[src/rtl/mult_pkg.sv]
// rtl/mult_pkg.sv - shared state type, default width and watchdog sizing for the multiplier controller
package mult_pkg;

   localparam int DEFAULT_WIDTH = 16;

   typedef enum logic [2:0] {
      IDLE,
      LOAD,
      RUN,
      DONE,
      ERR
   } mult_state_t;

   // One spare bit so the count can reach WIDTH itself without wrapping.
   function automatic int wdog_bits(input int width);
      return $clog2(width) + 1;
   endfunction

endpackage

[src/rtl/mult_watchdog.sv]
// rtl/mult_watchdog.sv - counts RUN cycles; expired marks the cycle that completes WIDTH of them
module mult_watchdog
   import mult_pkg::*;
#(
   parameter int WIDTH = DEFAULT_WIDTH
)
(
   input  logic clk,
   input  logic reset,
   input  logic clear,
   input  logic enable,
   output logic expired
);

   localparam int CW = wdog_bits(WIDTH);

   logic [CW-1:0] r_count;
   logic          w_last;

   always_ff @(posedge clk) begin
      if (!reset || clear) begin
         r_count <= '0;
      end else if (enable) begin
         r_count <= r_count + CW'(1);
      end
   end

   assign w_last  = (r_count == CW'(WIDTH - 1));
   assign expired = enable && w_last;

endmodule

[src/rtl/mult_controller.sv]
// rtl/mult_controller.sv - shift-add multiplier sequencer (IDLE/LOAD/RUN/DONE/ERR) with RUN watchdog
// Optional EARLY_TERM_EN: mplr_zero in RUN ends the operation without a strobe.
module mult_controller
   import mult_pkg::*;
#(
   parameter int WIDTH = DEFAULT_WIDTH
)
(
   input  logic clk,
   input  logic reset,
   input  logic start,
   input  logic abort,
   input  logic mplr_lsb,
   input  logic mplr_zero,
   input  logic count_check,
   output logic load_words,
   output logic add_shift,
   output logic shift,
   output logic ready,
   output logic done,
   output logic err
);

   mult_state_t r_state;
   logic        r_ready;
   logic        r_done;
   logic        r_err;
   logic        r_load;
   logic        r_run;

   logic        w_zero_term;
   logic        w_run_op;
   logic        w_clear;
   logic        w_expired;

`ifdef EARLY_TERM_EN
   assign w_zero_term = mplr_zero;
`else
   logic w_unused_zero;
   assign w_unused_zero = mplr_zero;
   assign w_zero_term   = 1'b0;
`endif

   assign w_clear = (r_state == IDLE) && start && !abort;

   mult_watchdog #(
      .WIDTH   (WIDTH)
   ) u_watchdog (
      .clk     (clk),
      .reset   (reset),
      .clear   (w_clear),
      .enable  (r_run),
      .expired (w_expired)
   );

   // Flags are registered alongside the state so each equals "state is X".
   always_ff @(posedge clk) begin
      if (!reset) begin
         r_state <= IDLE;
         r_ready <= 1'b1;
         r_done  <= 1'b0;
         r_err   <= 1'b0;
         r_load  <= 1'b0;
         r_run   <= 1'b0;
      end else begin
         r_ready <= 1'b0;
         r_done  <= 1'b0;
         r_err   <= 1'b0;
         r_load  <= 1'b0;
         r_run   <= 1'b0;
         case (r_state)
            IDLE: begin
               if (start && !abort) begin
                  r_state <= LOAD;
                  r_load  <= 1'b1;
               end else begin
                  r_state <= IDLE;
                  r_ready <= 1'b1;
               end
            end
            LOAD: begin
               if (abort) begin
                  r_state <= IDLE;
                  r_ready <= 1'b1;
               end else begin
                  r_state <= RUN;
                  r_run   <= 1'b1;
               end
            end
            RUN: begin
               if (abort) begin
                  r_state <= IDLE;
                  r_ready <= 1'b1;
               end else if (w_zero_term || count_check) begin
                  r_state <= DONE;
                  r_done  <= 1'b1;
               end else if (w_expired) begin
                  r_state <= ERR;
                  r_err   <= 1'b1;
               end else begin
                  r_state <= RUN;
                  r_run   <= 1'b1;
               end
            end
            DONE: begin
               r_state <= IDLE;
               r_ready <= 1'b1;
            end
            ERR: begin
               if (abort) begin
                  r_state <= IDLE;
                  r_ready <= 1'b1;
               end else begin
                  r_state <= ERR;
                  r_err   <= 1'b1;
               end
            end
            default: begin
               r_state <= IDLE;
               r_ready <= 1'b1;
            end
         endcase
      end
   end

   // Strobes follow the live datapath bits and drop in the cycle abort is seen.
   assign w_run_op   = r_run && !abort && !w_zero_term;
   assign add_shift  = w_run_op && mplr_lsb;
   assign shift      = w_run_op && !mplr_lsb;
   assign load_words = r_load && !abort;
   assign done       = r_done && !abort;
   assign ready      = r_ready;
   assign err        = r_err;

endmodule

[config.mk]
export PLATFORM = sky130hd
export DESIGN_NAME = mult_controller
export DESIGN_NICKNAME = d
export VERILOG_FILES = /design/src/rtl/mult_pkg.sv /design/src/rtl/mult_watchdog.sv /design/src/rtl/mult_controller.sv
export SDC_FILE = /design/constraint.sdc
export NUM_CORES = 1
export LEC_CHECK = 0
export ABC_AREA = 1
export BUFFER_PORTS_ARGS = -buffer_cell sky130_fd_sc_hd__buf_2
export CAP_MARGIN = 20
export CORE_AREA = 3 3 40 42
export CTS_BUF_LIST = sky130_fd_sc_hd__clkbuf_8
export CTS_CLUSTER_SIZE = 14
export DETAILED_ROUTE_END_ITERATION = 12
export DIE_AREA = 0 0 43 45
export PLACE_DENSITY = 0.7
export SETUP_SLACK_MARGIN = 0.02
export SKIP_LAST_GASP = 1
export SLEW_MARGIN = 20
export SYNTH_ARGS = -nofsm -noshare
export SYNTH_HDL_FRONTEND = slang
export SYNTH_SLANG_ARGS = --single-unit
[constraint.sdc]
create_clock -name clk -period 1.7 [get_ports clk]
set_input_delay 0.34 -clock clk [delete_from_list [all_inputs] [get_ports clk]]
set_output_delay 0.34 -clock clk [all_outputs]
set_load 0.05 [all_outputs]
==> results.toml <==
[outcome]
outcome = "finished, final reports clean"

[finish]
drive_gt1_share_pct = 29.9
finalNonFillerCells = 112
num-nets-final = 107
area_growth_pct = 18.1
multi_input_area_um2 = 304
final-seq-area_um2 = 260
insertedDiodeCount = 0
fill_count = 119

[worst_hold_path]
min-delay-path-class = "in2reg"

[power_and_ir_drop]
cellInternalPower_mw = 0.485
power_density_mw_per_mm2 = 856
share_of_total_power_in_the_clock_network_pct = 42.3
netSwitchingFraction_pct = 22.9
power_frac_comb_pct = 7.8
portion_of_total_power_attributed_to_sequential_cells_pct = 49.9
power_switching_mw = 0.144
static-leakage-power_nw = 0.325
ir_drop_v = 0.000782

[synth]
yosys_warnings = 0
synth.largest_area_cell = "sky130_fd_sc_hd__dfxtp_1"
synthesis.area_per_instance_um2 = 7.51
post-synth-top-count-cell = "sky130_fd_sc_hd__nor2_1"
synth-seq-area-share_pct = 41.8
synth.lib_cells_used.distinct = 21
synth_enable_flop_cells = 0
yosys_register_bits = 13
synth_fp_nets = 92
post_synth_main_area_contributors = "sky130_fd_sc_hd__dfxtp_1 (42%), sky130_fd_sc_hd__nor2_1 (13%), sky130_fd_sc_hd__inv_1 (6.6%)"
yosys-top-cells-count = "sky130_fd_sc_hd__nor2_1 (21), sky130_fd_sc_hd__dfxtp_1 (13), sky130_fd_sc_hd__inv_1 (11)"
syn_inst = 83
ys_async_sr_fraction_pct = 0
synth_ff_type = "sky130_fd_sc_hd__dfxtp_1"
synth.cell_area_um2 = 623
synth_top_area_share_pct = 41.8

[global_route]
antenna_found_initial = 0
maximum_number_of_pins_on_one_net_before_global_route_repair = 8
gr-usage-all-layers_pct = 13.0
overflow = 0
number_of_global_route_vias_before_repair = 486
global_route_wire_length_before_repair_mm = 1.85

[route]
firstDrtPassIters = 6
route.antenna.remaining_nets = 0
detail_route.drc_violations = 0
vias_per_cell = 4.54
dr_total_vias = 509
wl_per_cell_um = 9.67
postRouteWirelength_mm = 1.08
drt_iter0_markers = 6

[cts]
clkSlewWorstSetupHoldPaths_ns = 0.05
postCtsResizedCells = 0
cts_sinks = 13
clock_latency_ns = 0.24
clockBufferDepth = 2
clock_tree_from_tritoncts = "done"
cts.htree.levels = 1
cts_hold_repair.buffers = 0
numCtsBuffers = 3
ctsRootBufferMaster = "sky130_fd_sc_hd__clkbuf_8"
cts.repair_timing.setup_buffer_count = 0

[die]
fp.dieW_um = 43
core-area_mm2 = 0.00128
chipHeight_um = 45
num_rows = 13
die_area_mm2 = 0.00194
num_io_pins = 13
initial_utilization_pct = 48.5

[timing]
setup_tns_ns = 0
setup_repair_after_global_routing_missed_its_margin = "false"
finClkSkew_ns = 0.00210
timing.slew.headroom_pct = 81.0
maxClockFrequency_mhz = 636
timing_hold_violations_final = 0
final.min_clock_period_ns = 1.57
setup-violations-final = 0
drv_slew = 0
finalCritPeriodShare_pct = 92.5
tightestPinTransition_ns = 0.285

[setup_path]
timing.critical_path.arrival_ns = 1.23
slowest_stage = "sky130_fd_sc_hd__dfxtp_1"
crit_required_ns = 1.36
crit_chain = "inv_1 -> nor3_2 -> buf_2"
cp-start-kind = "flop"
max_stage_delay_ns = 0.48
setup.worst_path.class = "reg2out"
critical_path.endpoint_type = "output port"
critical_path.max_fanout = 7

[place]
io_buffer_count = 11
placed_cells_incl_taps = 108
gp_congestion = 0.849
dp_hpwl_um = 905

[job]
drv.max_cap_violation_count = 0
-- power by group through the flow --
stage          Clock [mW]  Combinational (mW)  Sequential [mW]
4_1_cts             0.273              0.0498            0.314
3_3_place_gp            0              0.0492            0.321
6_report            0.266              0.0492            0.314
3_5_place_dp            0              0.0497            0.321
5_1_grt             0.285              0.0552            0.314
2_1_floorplan           0              0.0302            0.324
-- final timing paths --
kind,start,endpoint,slack (ns),depth (start not counted)
setup reg to reg,u_watchdog.r_count[0],r_state[1],0.32,9
hold reg to reg,u_watchdog.r_count[3],u_watchdog.r_count[3],0.53,3
setup / recovery,r_run,shift,0.13,3
hold / removal,reset,r_run,0.39,3
-- sequential cells by signal (all words and copies together) (netlist names) --
name,flops
r_run,1
r_load,1
err,1
r_done,1
r_state,3
ready,1
u_watchdog.r_count,5
-- through the flow --
step	util (%)	instance area (um^2)	power, mW	setup WS (ns)	hold WS, ns
6_report	57.3	736	0.630	0.128	0.387
5_1_grt	57.3	736	0.654	0.0259	0.402
4_1_cts	57.3	736	0.637	0.110	0.386
3_5_place_dp	53.7	691	0.370	0.312	0.530
3_3_place_gp	53.7	691	0.370	0.330	0.518
2_1_floorplan	-	628	0.354	0.264	0.451
-- final cells by class --
cell class / instances / area share, %
sequential: 13 / 35.4
multi-input combinational: 55 / 41.3
clock inverter: 1 / 0.510
inverter: 14 / 7.14
timing repair buffer: 11 / 7.48
clock buffer: 3 / 5.61
tap: 15 / 2.55
-- per-layer routing --
layer	vias up	track usage [%]	routed length, um
li1	278	-	-
met1	213	14.3	506
met2	16	21.9	482
met3	2	2.79	70
met4	0	10.2	22
met5	-	0	0
-- layout by cell type, fill, tap and decap left out --
cell type	instances
sky130_fd_sc_hd__inv_1	12
sky130_fd_sc_hd__o21ai_0	1
sky130_fd_sc_hd__nand2_2	5
sky130_fd_sc_hd__ha_1	2
sky130_fd_sc_hd__dfxtp_1	13
sky130_fd_sc_hd__nand4_1	1
sky130_fd_sc_hd__mux2i_1	1
sky130_fd_sc_hd__nor2_2	2
sky130_fd_sc_hd__o21ai_1	1
sky130_fd_sc_hd__and3_1	1
sky130_fd_sc_hd__buf_2	11
sky130_fd_sc_hd__xor2_1	2
sky130_fd_sc_hd__nand3_2	1
sky130_fd_sc_hd__nor2_4	1
sky130_fd_sc_hd__xnor2_1	1
sky130_fd_sc_hd__nand3_1	3
sky130_fd_sc_hd__clkbuf_8	3
sky130_fd_sc_hd__nor2_1	21
sky130_fd_sc_hd__inv_2	3
sky130_fd_sc_hd__nor3_2	1
sky130_fd_sc_hd__a21oi_2	2
sky130_fd_sc_hd__nand2_1	9
-- worst max-delay path, delay by kind of cell (launching register included) --
| kind | cells | cell delay (ns) |
|---|---|---|
| buf+inv | 2 | 0.40 |
| flops | 1 | 0.48 |
| simple gates | 1 | 0.11 |
-- logic make-up (layout without fill, tap and decap cells) --
kind of cell    count (synthesis)  in the layout  synth area share [%]
fa+ha+maj                       2              2                  4.02
flops                          13             13                  41.8
xor+xnor                        3              3                  4.22
mux                             1              1                  1.61
compound gates                  4              4                  4.42
simple gates                   45             45                  33.7
buf+inv                        15             29                  10.2
No activity file was read; power rests on OpenSTA's default activity.
